`config.mk`:
```
export PLATFORM = sky130hd
export DESIGN_NAME = tcp_option_seq_ctrl
export DESIGN_NICKNAME = d
export VERILOG_FILES = /design/src/rtl/tcp_option_seq_ctrl.sv
export SDC_FILE = /design/constraint.sdc
export NUM_CORES = 1
export LEC_CHECK = 0
export ABC_CLOCK_PERIOD_IN_PS = 3550
export CORE_MARGIN = 3
export CORE_UTILIZATION = 38
export DETAILED_ROUTE_END_ITERATION = 6
export PLACE_DENSITY = 0.58
export SLEW_MARGIN = 40
export SYNTH_ARGS = -nofsm -noshare
export SYNTH_HDL_FRONTEND = slang
export SYNTH_SLANG_ARGS = --single-unit
```
`constraint.sdc`:
```
create_clock -name clk -period 3.55 [get_ports clk]
set_input_delay 0.5325 -clock clk [delete_from_list [all_inputs] [get_ports clk]]
set_output_delay 0.5325 -clock clk [all_outputs]
set_load 0.1 [all_outputs]
```
`src/rtl/tcp_option_seq_ctrl.sv`:
```
`default_nettype none
// ============================================================================
// Module   : tcp_option_seq_ctrl
// Purpose  : Buffers the TCP option words of one segment, replays them
//            gap-free into the option decoder and reports the captured flags.
// Revision : 1.0 - initial release
// ============================================================================

module tcp_option_seq_ctrl #(
  parameter int          FLUSH_CYCLES = 2,
  parameter logic [31:0] FILLER       = 32'h01010101
) (
  input  logic        clk,
  input  logic        reset,
  input  logic [31:0] in_data,
  input  logic        in_valid,
  input  logic        in_sop,
  input  logic        in_eop,
  output logic        in_ready,
  output logic [31:0] dec_data,
  output logic        dec_reset,
  input  logic [8:0]  dec_option_av,
  input  logic [8:0]  dec_option_err,
  output logic        res_valid,
  input  logic        res_ready,
  output logic [8:0]  res_option_av,
  output logic [8:0]  res_option_err,
  output logic [3:0]  res_data_offset,
  output logic        res_hdr_err
);

  typedef enum logic [2:0] {
    S_IDLE      = 3'd0,
    S_HDR       = 3'd1,
    S_OPT_LOAD  = 3'd2,
    S_RESET_DEC = 3'd3,
    S_REPLAY    = 3'd4,
    S_FLUSH     = 3'd5,
    S_REPORT    = 3'd6,
    S_DRAIN     = 3'd7
  } state_t;

  localparam logic [3:0] c_flush_last = 4'(FLUSH_CYCLES - 1);

  state_t      r_state, w_state_nxt;
  logic [3:0]  r_cnt;
  logic [3:0]  r_off;
  logic        r_hdr_err;
  logic        r_eop_seen;
  logic [8:0]  r_av;
  logic [8:0]  r_err;
  logic [31:0] r_buf [10];
  logic        w_in_state;
  logic        w_accept;
  logic        w_restart;
  logic [3:0]  w_last_opt;

  assign w_in_state = (r_state == S_IDLE) || (r_state == S_HDR) ||
                      (r_state == S_OPT_LOAD) || (r_state == S_DRAIN);
  assign in_ready   = w_in_state && !reset;
  assign w_accept   = in_valid && in_ready;
  assign w_restart  = w_accept && in_sop;
  // Index of the last option word: n - 1 = off - 6.
  assign w_last_opt = r_off - 4'd6;

  assign res_option_av   = r_av;
  assign res_option_err  = r_err;
  assign res_data_offset = r_off;
  assign res_hdr_err     = r_hdr_err;

  always_ff @(posedge clk) begin
    if (reset) r_state <= S_IDLE;
    else       r_state <= w_state_nxt;
  end

  always_comb begin
    w_state_nxt = r_state;
    dec_reset   = 1'b0;
    dec_data    = FILLER;
    res_valid   = 1'b0;
    case (r_state)
      S_IDLE: ;
      S_HDR: begin
        if (w_accept) begin
          if (r_cnt == 4'd4)
            w_state_nxt = (r_off > 4'd5 && !in_eop) ? S_OPT_LOAD : S_REPORT;
          else if (in_eop)
            w_state_nxt = S_REPORT;
        end
      end
      S_OPT_LOAD: begin
        if (w_accept) begin
          if (r_cnt == w_last_opt) w_state_nxt = S_RESET_DEC;
          else if (in_eop)         w_state_nxt = S_REPORT;
        end
      end
      S_RESET_DEC: begin
        dec_reset   = 1'b1;
        w_state_nxt = S_REPLAY;
      end
      S_REPLAY: begin
        dec_data = r_buf[r_cnt];
        if (r_cnt == w_last_opt) w_state_nxt = S_FLUSH;
      end
      S_FLUSH: begin
        if (r_cnt == c_flush_last) w_state_nxt = S_REPORT;
      end
      S_REPORT: begin
        res_valid = 1'b1;
        if (res_ready) w_state_nxt = r_eop_seen ? S_IDLE : S_DRAIN;
      end
      S_DRAIN: begin
        if (w_accept && in_eop) w_state_nxt = S_IDLE;
      end
      default: w_state_nxt = S_IDLE;
    endcase
    // A new sop abandons whatever segment is in progress; only possible while accepting.
    if (w_restart) w_state_nxt = in_eop ? S_REPORT : S_HDR;
    if (reset) begin
      dec_reset = 1'b1;
      dec_data  = FILLER;
      res_valid = 1'b0;
    end
  end

  always_ff @(posedge clk) begin
    if (reset) begin
      r_cnt      <= 4'd0;
      r_off      <= 4'd0;
      r_hdr_err  <= 1'b0;
      r_eop_seen <= 1'b0;
      r_av       <= 9'd0;
      r_err      <= 9'd0;
    end else if (w_restart) begin
      r_cnt      <= 4'd1;
      r_off      <= 4'd0;
      r_av       <= 9'd0;
      r_err      <= 9'd0;
      r_hdr_err  <= in_eop;
      r_eop_seen <= in_eop;
    end else begin
      case (r_state)
        S_HDR: begin
          if (w_accept) begin
            if (r_cnt == 4'd3) r_off <= in_data[31:28];
            if (r_cnt == 4'd4) begin
              r_cnt      <= 4'd0;
              r_eop_seen <= in_eop;
              if (r_off < 4'd5 || (r_off > 4'd5 && in_eop)) r_hdr_err <= 1'b1;
            end else begin
              r_cnt <= r_cnt + 4'd1;
              if (in_eop) begin
                r_hdr_err  <= 1'b1;
                r_eop_seen <= 1'b1;
              end
            end
          end
        end
        S_OPT_LOAD: begin
          if (w_accept) begin
            if (r_cnt == w_last_opt) begin
              r_cnt      <= 4'd0;
              r_eop_seen <= in_eop;
            end else begin
              r_cnt <= r_cnt + 4'd1;
              if (in_eop) begin
                r_hdr_err  <= 1'b1;
                r_eop_seen <= 1'b1;
              end
            end
          end
        end
        S_REPLAY: r_cnt <= (r_cnt == w_last_opt) ? 4'd0 : r_cnt + 4'd1;
        S_FLUSH: begin
          if (r_cnt == c_flush_last) begin
            r_cnt <= 4'd0;
            r_av  <= dec_option_av;
            r_err <= dec_option_err;
          end else begin
            r_cnt <= r_cnt + 4'd1;
          end
        end
        S_REPORT: begin
          if (res_ready) begin
            r_hdr_err  <= 1'b0;
            r_eop_seen <= 1'b0;
          end
        end
        default: ;
      endcase
    end
  end

  always_ff @(posedge clk) begin
    if (r_state == S_OPT_LOAD && w_accept && !in_sop) r_buf[r_cnt] <= in_data;
  end

endmodule

`default_nettype wire

```
==> results of run 1 <==
==> state kept, by name, summed over array words and instances (netlist names) <==
register and cells:
r_buf 320, r_cnt 4, r_state 3, res_hdr_err 1, res_data_offset 4, res_option_err 9, r_eop_seen 1, res_option_av 9
==> synthesized netlist by cell type, drive strengths merged, types with 8 or more instances <==
master	number	area, µm²
nand2	46	173
clkbuf	30	113
inv	8	30.0
dfxtp	31	621
mux4	64	1440
nor2	15	56.3
a21oi	29	145
mux2i	37	370
a211oi	62	465
buf	23	128
nor2b	34	213
o21ai	10	50.1
edfxtp	320	9610
==> what timing repair did <==
| item | 4_1_cts | 5_1_grt |
|---|---|---|
| buffers inserted | 0 | 1 |
| resized for setup | 0 | 0 |
| endpoints found under the hold margin | 0 | 0 |
| setup endpoints to repair | 0 | 6 |
==> report_power, final <==
group,total [mW],switching [mW],internal [mW],leakage (nW)
registers,4.55,0.0293,4.52,3.13
logic,1.03,0.549,0.486,1.97
clock network,4.06,1.54,2.52,0.624
==> worst min-delay path by stage <==
stage | start | endpoint | slack, ns | cells after the start
after CTS | res_option_av[3]$_SDFFE_PP0P_ | res_option_av[3]$_SDFFE_PP0P_ | 0.45 | 2
final | res_option_err[2]$_SDFFE_PP0P_ | res_option_err[2]$_SDFFE_PP0P_ | 0.45 | 2
after global routing | res_option_av[3]$_SDFFE_PP0P_ | res_option_av[3]$_SDFFE_PP0P_ | 0.46 | 2
after floorplan | r_eop_seen$_SDFFE_PP0P_ | r_eop_seen$_SDFFE_PP0P_ | 0.59 | 2
after detailed placement | res_option_err[6]$_SDFFE_PP0P_ | res_option_err[6]$_SDFFE_PP0P_ | 0.44 | 2
after global placement | res_option_err[3]$_SDFFE_PP0P_ | res_option_err[3]$_SDFFE_PP0P_ | 0.44 | 2
==> worst max-delay path: cells and delay by family, from the launching register on <==
family / cells / cell delay, ns
flops: 1 / 0.53
simple gates: 1 / 0.14
buf+inv: 3 / 0.64
mux: 1 / 0.49
compound gates: 2 / 0.39
==> per-stage QoR <==
stage	hold WS, ns	setup TNS [ns]	setup slack [ns]	cells
2_1_floorplan	0.588	-11.96	-0.598	798
3_3_place_gp	0.441	0	0.395	1377
3_5_place_dp	0.444	0	0.366	1377
4_1_cts	0.452	0	0.0295	1444
5_1_grt	0.465	0	0.0882	1445
6_report	0.450	0	0.266	1445
==> layer usage <==
layer | track usage (%) | up-vias | wire, µm
met2 | 24.2 | 193 | 14200
met5 | 0 | - | 0
met4 | 3.38 | 0 | 395
met3 | 2.77 | 31 | 1850
li1 | - | 3515 | -
met1 | 22.6 | 3858 | 13800
==> area by class of cell <==
cell class | instances | area, µm² | share of cell area (%)
clock buffers | 46 | 1000 | 5.66
clock inverters | 21 | 294 | 1.66
inverters | 8 | 30.0 | 0.170
multi-input cells | 386 | 3730 | 21.1
flip-flops and latches | 351 | 10200 | 57.8
well taps | 468 | 586 | 3.31
repair buffers | 165 | 1810 | 10.3
==> cell families (layout without fill, tap and decap cells) <==
group                    Yosys count  count (layout)  share of synthesized area [%]
flip-flops                       351             351                           72.2
AO/OA/AOI/OAI                    126             126                           6.15
adder cells (fa/ha/maj)            5               5                          0.441
XOR/XNOR                           6               6                          0.468
buffers and inverters             61             240                           1.91
AND/OR/NAND/NOR                  144             144                           5.75
multiplexers                     105             105                           13.1
==> flow_metrics.env, run 1 <==
export IMPL_r2r_worst_path_cells=6
export IMPL_netlist_cell_type_count=61
export IMPL_grt_start_max_net_pins=37
export IMPL_setup_worst_path_start="r_cnt[0]$_SDFFE_PP0P_"
export IMPL_first_pass_iters=4
export IMPL_synth_net_count=859
export IMPL_clock_tree_root_cell="clkbuf_16"
export IMPL_area_growth_pct=24.9
export IMPL_grt_use_total_pct=15.4
export IMPL_chipHeight_um=199
export IMPL_avgRoutedWirePerCell_um=21.0
export IMPL_detailedRoute_firstIterationViolations=520
export IMPL_total_clock_buffers_created_by_cts=38
export IMPL_clock_insertion_delay_worst_skew_ns=0.52
export IMPL_fillers=3070
export IMPL_start_kind="flop"
export IMPL_regToRegStartpoint="r_state[0]$_SDFFE_PP0P_"
export IMPL_die_width_um=199
export IMPL_clock_sink_count=351
export IMPL_vias_in_the_first_global_route=7860
export IMPL_placement_io_buffers=113
export IMPL_layout_common_cells="320 x edfxtp_1, 64 x mux4_2, 55 x clkdlybuf4s50_1, 54 x a211oi_1, 48 x buf_4"
export IMPL_skew_ns=0.0188
export IMPL_clock_tree_from_tritoncts="yes"
export IMPL_critical_path_class="reg -> out"
export IMPL_fin_crit_ns=3.28
export IMPL_standard_cell_rows=70
export IMPL_fin_crit_sh_pct=92.5
export IMPL_antenna_found_initial=0
export IMPL_via_count=7597
export IMPL_totalWireLength_um=30300
export IMPL_final_nets=1011
export IMPL_tightestPinTransition_ns=0.824
export IMPL_crit_path_cell_trace="buf_12 > buf_4 > mux4_2 > nor2b_1 > a211oi_1 > a211oi_1 > buf_12"
export IMPL_htreeDepth=2
export IMPL_timing_critical_path_slowest_cell_delay_ns=0.53
export IMPL_worstSetupEndpoint="dec_data[4]"
export IMPL_path_type_of_the_worst_min_delay_path="reg -> reg"
export IMPL_layout_drive_gt1_share_pct=26.9
export IMPL_post_route_cell_area_mm2=0.0177
export IMPL_grt_pass1_wl_um=46800
export IMPL_final_hold_violation_count=0
export IMPL_power_density_mw_per_mm2=545
export IMPL_finalWeightedCongestion=0.755
export IMPL_core_area_mm2=0.0367
export IMPL_run_status="finished, final reports clean"
export IMPL_synth_edf_count=320
export IMPL_crit_reg2reg_capture="r_buf[5][22]$_DFFE_PP_"
export IMPL_grt_remaining_overflow=0
export IMPL_timing_critical_path_required_ns=3.02
export IMPL_layout_commonest_cell="edfxtp_1"
export IMPL_die_area_mm2=0.0396
export IMPL_power_total_mw=9.64
export IMPL_final_setup_viol_count=0
export IMPL_cell_count_after_synthesis=798
export IMPL_worst_path_clk_slew_ns=0.06
export IMPL_worst_path_max_fanout=24
export IMPL_count_of_inserted_antenna_diode_cells=0
export IMPL_detail_route_antenna_nets=0
export IMPL_irDropWorstVdd_uv=302
export IMPL_yosys_warnings=0
export IMPL_place_detailed_hpwl_um=19000
export IMPL_slew_headroom_pct=45.1
export IMPL_setup_worst_path_end_class="output port"
export IMPL_synth_ff_type="edfxtp_1"
export IMPL_io_pin_count=114
export IMPL_cp_arrival_ns=2.75
export IMPL_syn_avg_cell_area_um2=17.8
export IMPL_grt_setup_unrepaired="no"
export IMPL_initial_util_pct=38.6
export IMPL_timing_max_transition_violations_final=0
export IMPL_post_dp_cell_area_mm2=0.0164
export IMPL_reg2reg_slack_ns=1.00
export IMPL_max_cap_viol_count=0
export IMPL_route_detailed_vias_per_inst=5.26
export IMPL_power_static_leakage_nw=5.72
export IMPL_critical_path_slowest_cell="dfxtp_4"
export IMPL_fmax_mhz=305
export IMPL_synthArstFlopShare_pct=0
export IMPL_layout_core_utilization_pct=48.2
export IMPL_mappedNetlistArea_mm2=0.0142
export IMPL_route_detailed_drc=0
export IMPL_cts_hold_buffers_added=0
export IMPL_synth_seq_cells=351
export IMPL_seq_area_frac_synth_pct=72.2
export IMPL_cts_max_path_buffers=3
Power figures use the tool's default switching activity.
==> run 2: changes to the inputs <==
--- a/config.mk
+++ b/config.mk
@@ -5,11 +5,11 @@
 export SDC_FILE = /design/constraint.sdc
 export NUM_CORES = 1
 export LEC_CHECK = 0
-export ABC_CLOCK_PERIOD_IN_PS = 3550
+export ABC_CLOCK_PERIOD_IN_PS = 4100
 export CORE_MARGIN = 3
-export CORE_UTILIZATION = 38
+export CORE_UTILIZATION = 55
 export DETAILED_ROUTE_END_ITERATION = 6
-export PLACE_DENSITY = 0.58
+export PLACE_DENSITY = 0.78
 export SLEW_MARGIN = 40
 export SYNTH_ARGS = -nofsm -noshare
 export SYNTH_HDL_FRONTEND = slang
==> constraint.sdc (replaced) <==
create_clock -name clk -period 4.1 [get_ports clk]
set_input_delay 0.615 -clock clk [delete_from_list [all_inputs] [get_ports clk]]
set_output_delay 0.615 -clock clk [all_outputs]
set_load 0.1 [all_outputs]
==> flow_metrics.env, run 2 (synthesized netlist as in run 1, its figures left out) <==
export IMPL_run_status="finished, final reports clean"
export IMPL_cts_hold_buffers_added=0
export IMPL_vias_in_the_first_global_route=8152
export IMPL_grt_pass1_wl_um=47200
export IMPL_post_dp_cell_area_mm2=0.0160
export IMPL_family_with_the_most_delay_on_the_worst_path="multiplexers"
export IMPL_die_area_mm2=0.0277
export IMPL_start_kind="flop"
export IMPL_path_type_of_the_worst_min_delay_path="reg -> reg"
export IMPL_multi_input_area_mm2=0.00373
export IMPL_layout_drive_gt1_share_pct=24.8
export IMPL_initial_util_pct=56.1
export IMPL_clock_tree_from_tritoncts="yes"
export IMPL_max_cap_viol_count=0
export IMPL_grt_remaining_overflow=0
export IMPL_grt_use_total_pct=21.8
export IMPL_die_width_um=167
export IMPL_timing_critical_path_slowest_cell_delay_ns=0.56
export IMPL_clock_insertion_delay_worst_skew_ns=0.51
export IMPL_total_clock_buffers_created_by_cts=36
export IMPL_placement_io_buffers=113
export IMPL_place_detailed_hpwl_um=18100
export IMPL_layout_commonest_cell="edfxtp_1"
export IMPL_fillers=1632
export IMPL_clock_tree_root_cell="clkbuf_16"
export IMPL_route_detailed_drc=0
export IMPL_grt_setup_unrepaired="no"
export IMPL_power_density_mw_per_mm2=464
export IMPL_seqCellArea_mm2=0.0102
export IMPL_critical_path_class="reg -> out"
export IMPL_clock_sink_count=351
export IMPL_crit_path_cell_trace="buf_12 > mux4_2 > mux2_2 > o21ai_0 > nand3_1 > buf_4"
export IMPL_final_setup_viol_count=0
export IMPL_count_of_inserted_antenna_diode_cells=0
export IMPL_tightestPinTransition_ns=0.795
export IMPL_cts_max_path_buffers=3
export IMPL_route_detailed_vias_per_inst=6.12
export IMPL_max_reg_flops=320
export IMPL_cp_arrival_ns=2.86
export IMPL_layout_setup_ws_ns=0.628
export IMPL_layout_common_cells="320 x edfxtp_1, 64 x mux4_2, 55 x clkdlybuf4s50_1, 54 x a211oi_1, 46 x nand2_1"
export IMPL_grt_start_max_net_pins=50
export IMPL_detail_route_antenna_nets=0
export IMPL_via_count=7837
export IMPL_power_total_mw=7.95
export IMPL_top_register="r_buf"
export IMPL_area_growth_pct=20.9
export IMPL_io_pin_count=114
export IMPL_skew_ns=0.0157
export IMPL_fin_crit_ns=3.47
export IMPL_worst_path_max_fanout=46
export IMPL_avgRoutedWirePerCell_um=23.5
export IMPL_antenna_found_initial=0
export IMPL_fin_crit_sh_pct=84.7
export IMPL_final_hold_violation_count=0
export IMPL_core_area_mm2=0.0253
export IMPL_slew_headroom_pct=46.9
export IMPL_postCtsSetupBuffers=0
export IMPL_irDropWorstVdd_uv=394
export IMPL_cp_num_buf_inv=2
export IMPL_worst_path_clk_slew_ns=0.06
export IMPL_htreeDepth=2
export IMPL_setup_worst_path_end_class="output port"
export IMPL_cts_repair_resize_count=0
export IMPL_reg2reg_slack_ns=1.21
export IMPL_critical_path_slowest_cell="mux4_2"
export IMPL_final_nets=985
export IMPL_totalWireLength_um=30100
export IMPL_pre_cts_slack_ns=0.663
export IMPL_timing_max_transition_violations_final=0
export IMPL_fmax_mhz=288
export IMPL_standard_cell_rows=58
export IMPL_timing_critical_path_required_ns=3.48
export IMPL_first_pass_iters=5
export IMPL_chipHeight_um=167
export IMPL_finalWeightedCongestion=0.820
export IMPL_post_route_cell_area_mm2=0.0171
export IMPL_detailedRoute_firstIterationViolations=805
export IMPL_power_static_leakage_nw=5.50
## run 2: changes by cell type in the layout (fill, tap and decap cells not counted), sizes merged
cell | before | now
buf | 110 | 86
inv | 8 | 9
clkinv | 13 | 16
bufinv | 7 | 4
clkbuf | 46 | 44
clkinvlp | 1 | 0
## run 2: final timing paths
path,end,cells after the start,startpoint
hold reg to reg,res_option_av[1]$_SDFFE_PP0P_,2,res_option_av[1]$_SDFFE_PP0P_
setup reg to reg,r_buf[9][30]$_DFFE_PP_,4,r_state[0]$_SDFFE_PP0P_
setup / recovery,dec_data[24],6,r_cnt[0]$_SDFFE_PP0P_
hold / removal,res_option_av[1]$_SDFFE_PP0P_,2,res_option_av[1]$_SDFFE_PP0P_
## run 2: worst register-to-register path, stage by stage (launching register included)
cell     delay, ns
dfxtp_1       0.54
or4b_2        0.79
nor3_4        0.32
and4b_2       0.67
buf_12        0.27
## run 2: through the flow
stage | hold slack [ns] | setup TNS, ns | util, % | std cells
floorplan | 0.588 | -2.61 | - | 798
global placement | 0.441 | 0 | 63.7 | 1216
detailed placement | 0.445 | 0 | 63.3 | 1216
CTS | 0.453 | 0 | 67.8 | 1281
global route | 0.473 | 0 | 67.8 | 1281
finish | 0.453 | 0 | 67.8 | 1281
## run 2: final cells by class
cell class	count	area share, %
clock inverters	21	1.29
multi-input cells	386	21.8
clock buffers	44	5.43
repair buffers	141	9.13
well taps	330	2.41
inverters	8	0.175
flip-flops and latches	351	59.8
## run 2: power by group
group          switching, mW  internal, mW
Combinational          0.448         0.382
Sequential            0.0395          3.91
Clock                   1.30          1.88
## run 2: metal layers
| metal | wire (µm) | track usage [%] | vias to the layer above |
|---|---|---|---|
| met3 | 2070 | 3.82 | 58 |
| met1 | 12700 | 31.3 | 3964 |
| li1 | - | - | 3479 |
| met2 | 14600 | 34.7 | 336 |
| met5 | 0 | 0 | - |
| met4 | 752 | 7.03 | 0 |
==> run 3: changes to the inputs <==
--- a/config.mk
+++ b/config.mk
@@ -5,7 +5,7 @@
 export SDC_FILE = /design/constraint.sdc
 export NUM_CORES = 1
 export LEC_CHECK = 0
-export ABC_CLOCK_PERIOD_IN_PS = 4100
+export ABC_CLOCK_PERIOD_IN_PS = 3500
 export CORE_MARGIN = 3
 export CORE_UTILIZATION = 55
 export DETAILED_ROUTE_END_ITERATION = 6
==> constraint.sdc (replaced) <==
create_clock -name clk -period 3.5 [get_ports clk]
set_input_delay 0.525 -clock clk [delete_from_list [all_inputs] [get_ports clk]]
set_output_delay 0.525 -clock clk [all_outputs]
set_load 0.1 [all_outputs]
==> flow_metrics.env, run 3 (synthesized netlist as in run 1, its figures left out) <==
export IMPL_run_status="finished, final reports clean"
export IMPL_initial_util_pct=56.1
export IMPL_chipHeight_um=167
export IMPL_reg2reg_slack_ns=0.59
export IMPL_family_with_the_most_delay_on_the_worst_path="flip-flops"
export IMPL_seqCellArea_mm2=0.0102
export IMPL_worst_path_clk_slew_ns=0.06
export IMPL_postCtsSetupBuffers=0
export IMPL_grt_start_max_net_pins=72
export IMPL_finalSetupTns_ns=0
export IMPL_fin_crit_ns=3.38
export IMPL_layout_commonest_cell="edfxtp_1"
export IMPL_clock_insertion_delay_worst_skew_ns=0.52
export IMPL_layout_common_cells="320 x edfxtp_1, 64 x mux4_2, 55 x clkdlybuf4s50_1, 53 x a211oi_1, 46 x nand2_1"
export IMPL_power_share_clock_pct=38.5
export IMPL_crit_top_cell="a211oi_1"
export IMPL_timing_critical_path_required_ns=2.97
export IMPL_cp_num_buf_inv=2
export IMPL_io_pin_count=114
export IMPL_detailedRoute_firstIterationViolations=784
export IMPL_fin_hold_ws_ns=0.449
export IMPL_clock_tree_root_cell="clkbuf_16"
export IMPL_avgRoutedWirePerCell_um=23.4
export IMPL_r2r_worst_path_cells=7
export IMPL_hold_depth=2
export IMPL_fin_crit_sh_pct=96.7
export IMPL_irDropWorstVdd_uv=425
export IMPL_grt_setup_unrepaired="no"
export IMPL_critical_path_slowest_cell="dfxtp_2"
export IMPL_max_cap_viol_count=0
export IMPL_clock_sink_count=351
export IMPL_final_setup_viol_count=0
export IMPL_standard_cell_rows=58
export IMPL_crit_reg2reg_capture="res_option_err[0]$_SDFFE_PP0P_"
export IMPL_multi_input_area_mm2=0.00373
export IMPL_final_nets=993
export IMPL_place_detailed_hpwl_um=17400
export IMPL_power_total_mw=9.16
export IMPL_power_static_leakage_nw=5.55
export IMPL_grt_pass1_wl_um=47500
export IMPL_power_internal_mw=7.06
export IMPL_grt_use_total_pct=21.9
export IMPL_top_register="r_buf"
export IMPL_fillers=1624
export IMPL_skew_ns=0.0130
export IMPL_critical_path_class="reg -> out"
export IMPL_start_kind="flop"
export IMPL_power_frac_comb_pct=11.1
export IMPL_count_of_inserted_antenna_diode_cells=0
export IMPL_netSwitchingFraction_pct=23.0
export IMPL_area_growth_pct=21.7
export IMPL_power_density_mw_per_mm2=531
export IMPL_total_clock_buffers_created_by_cts=37
export IMPL_via_count=7903
export IMPL_fmax_mhz=295
export IMPL_max_reg_flops=320
export IMPL_tightestPinTransition_ns=0.782
export IMPL_detail_route_antenna_nets=0
export IMPL_core_area_mm2=0.0253
export IMPL_switchingPower_mw=2.10
export IMPL_clock_tree_from_tritoncts="yes"
export IMPL_cts_hold_buffers_added=0
export IMPL_die_area_mm2=0.0277
export IMPL_worst_path_max_fanout=24
export IMPL_antenna_found_initial=0
export IMPL_layout_drive_gt1_share_pct=25.1
export IMPL_timing_max_transition_violations_final=0
export IMPL_cts_max_path_buffers=3
export IMPL_timing_critical_path_slowest_cell_delay_ns=0.84
export IMPL_route_detailed_drc=0
export IMPL_die_width_um=167
export IMPL_placement_io_buffers=113
export IMPL_grt_remaining_overflow=0
export IMPL_path_type_of_the_worst_min_delay_path="reg -> reg"
export IMPL_htreeDepth=2
export IMPL_finalWeightedCongestion=0.834
export IMPL_vias_in_the_first_global_route=8119
export IMPL_totalWireLength_um=30100
export IMPL_slew_headroom_pct=47.9
export IMPL_cp_arrival_ns=2.86
export IMPL_final_hold_violation_count=0
export IMPL_seqPwrFrac_pct=50.4
export IMPL_route_detailed_vias_per_inst=6.14
export IMPL_cts_repair_resize_count=0
export IMPL_first_pass_iters=5
export IMPL_timing_hold_worst_start="res_option_av[6]$_SDFFE_PP0P_"
export IMPL_worst_hold_end="res_option_av[6]$_SDFFE_PP0P_"
export IMPL_setup_worst_path_end_class="output port"
export IMPL_regToRegStartpoint="r_cnt[1]$_SDFFE_PP0P_"
export IMPL_crit_path_cell_trace="buf_4 > mux4_2 > nor2b_1 > a211oi_1 > a211oi_1 > buf_12"
run 3: cell type report:
class	count	area share, %
Clock buffer	50	5.78
Tap cell	330	2.39
Inverter	8	0.174
Clock inverter	15	0.493
Sequential cell	351	59.4
Multi-Input combinational cell	386	21.6
Timing Repair Buffer	148	10.1
run 3: metal layers:
layer	track usage [%]	part of all wire (%)	up-vias
li1	-	-	3489
met2	34.2	48	399
met1	31.8	42	3955
met5	0	0	-
met3	4.75	8.1	60
met4	6.24	2.1	0
run 3: worst reg2reg max path: stages (launching register included):
cell     delay, ns
dfxtp_2       0.56
buf_4         0.33
inv_1         0.11
ha_1          0.28
nor3b_1       0.54
nand3_1       0.61
nand2_1       0.25
a21oi_1       0.09
run 3: power by group through the flow:
stage               sequential [mW]  clock [mW]  combinational, mW
floorplan                      4.68           0              0.687
global placement               4.71           0               1.00
detailed placement             4.71           0               1.01
CTS                            4.62        3.58               1.02
global route                   4.62        3.74               1.09
finish                         4.62        3.52               1.02
run 3: through the flow:
stage               utilization (%)  cell area (µm²)  setup WS, ns  std cells
global placement               64.4            16300         0.384       1223
finish                         68.3            17200         0.115       1288
global route                   68.3            17200       0.00152       1288
detailed placement             63.9            16100         0.356       1223
CTS                            68.2            17200        0.0876       1288
floorplan                         -            14200        -0.641        798
run 3: worst max-delay path by stage:
| stage | startpoint | endpoint | slack [ns] | cells past startpoint |
|---|---|---|---|---|
| after global routing | r_cnt[0]$_SDFFE_PP0P_ | dec_data[6] | 0.002 | 6 |
| after detailed placement | in_valid | r_buf[6][24]$_DFFE_PP_ | 0.36 | 7 |
| after floorplan | r_cnt[0]$_SDFFE_PP0P_ | dec_data[14] | -0.64 | 5 |
| after global placement | in_valid | r_buf[6][4]$_DFFE_PP_ | 0.38 | 7 |
| final | r_cnt[1]$_SDFFE_PP0P_ | dec_data[23] | 0.12 | 6 |
| after CTS | r_cnt[0]$_SDFFE_PP0P_ | dec_data[10] | 0.09 | 6 |
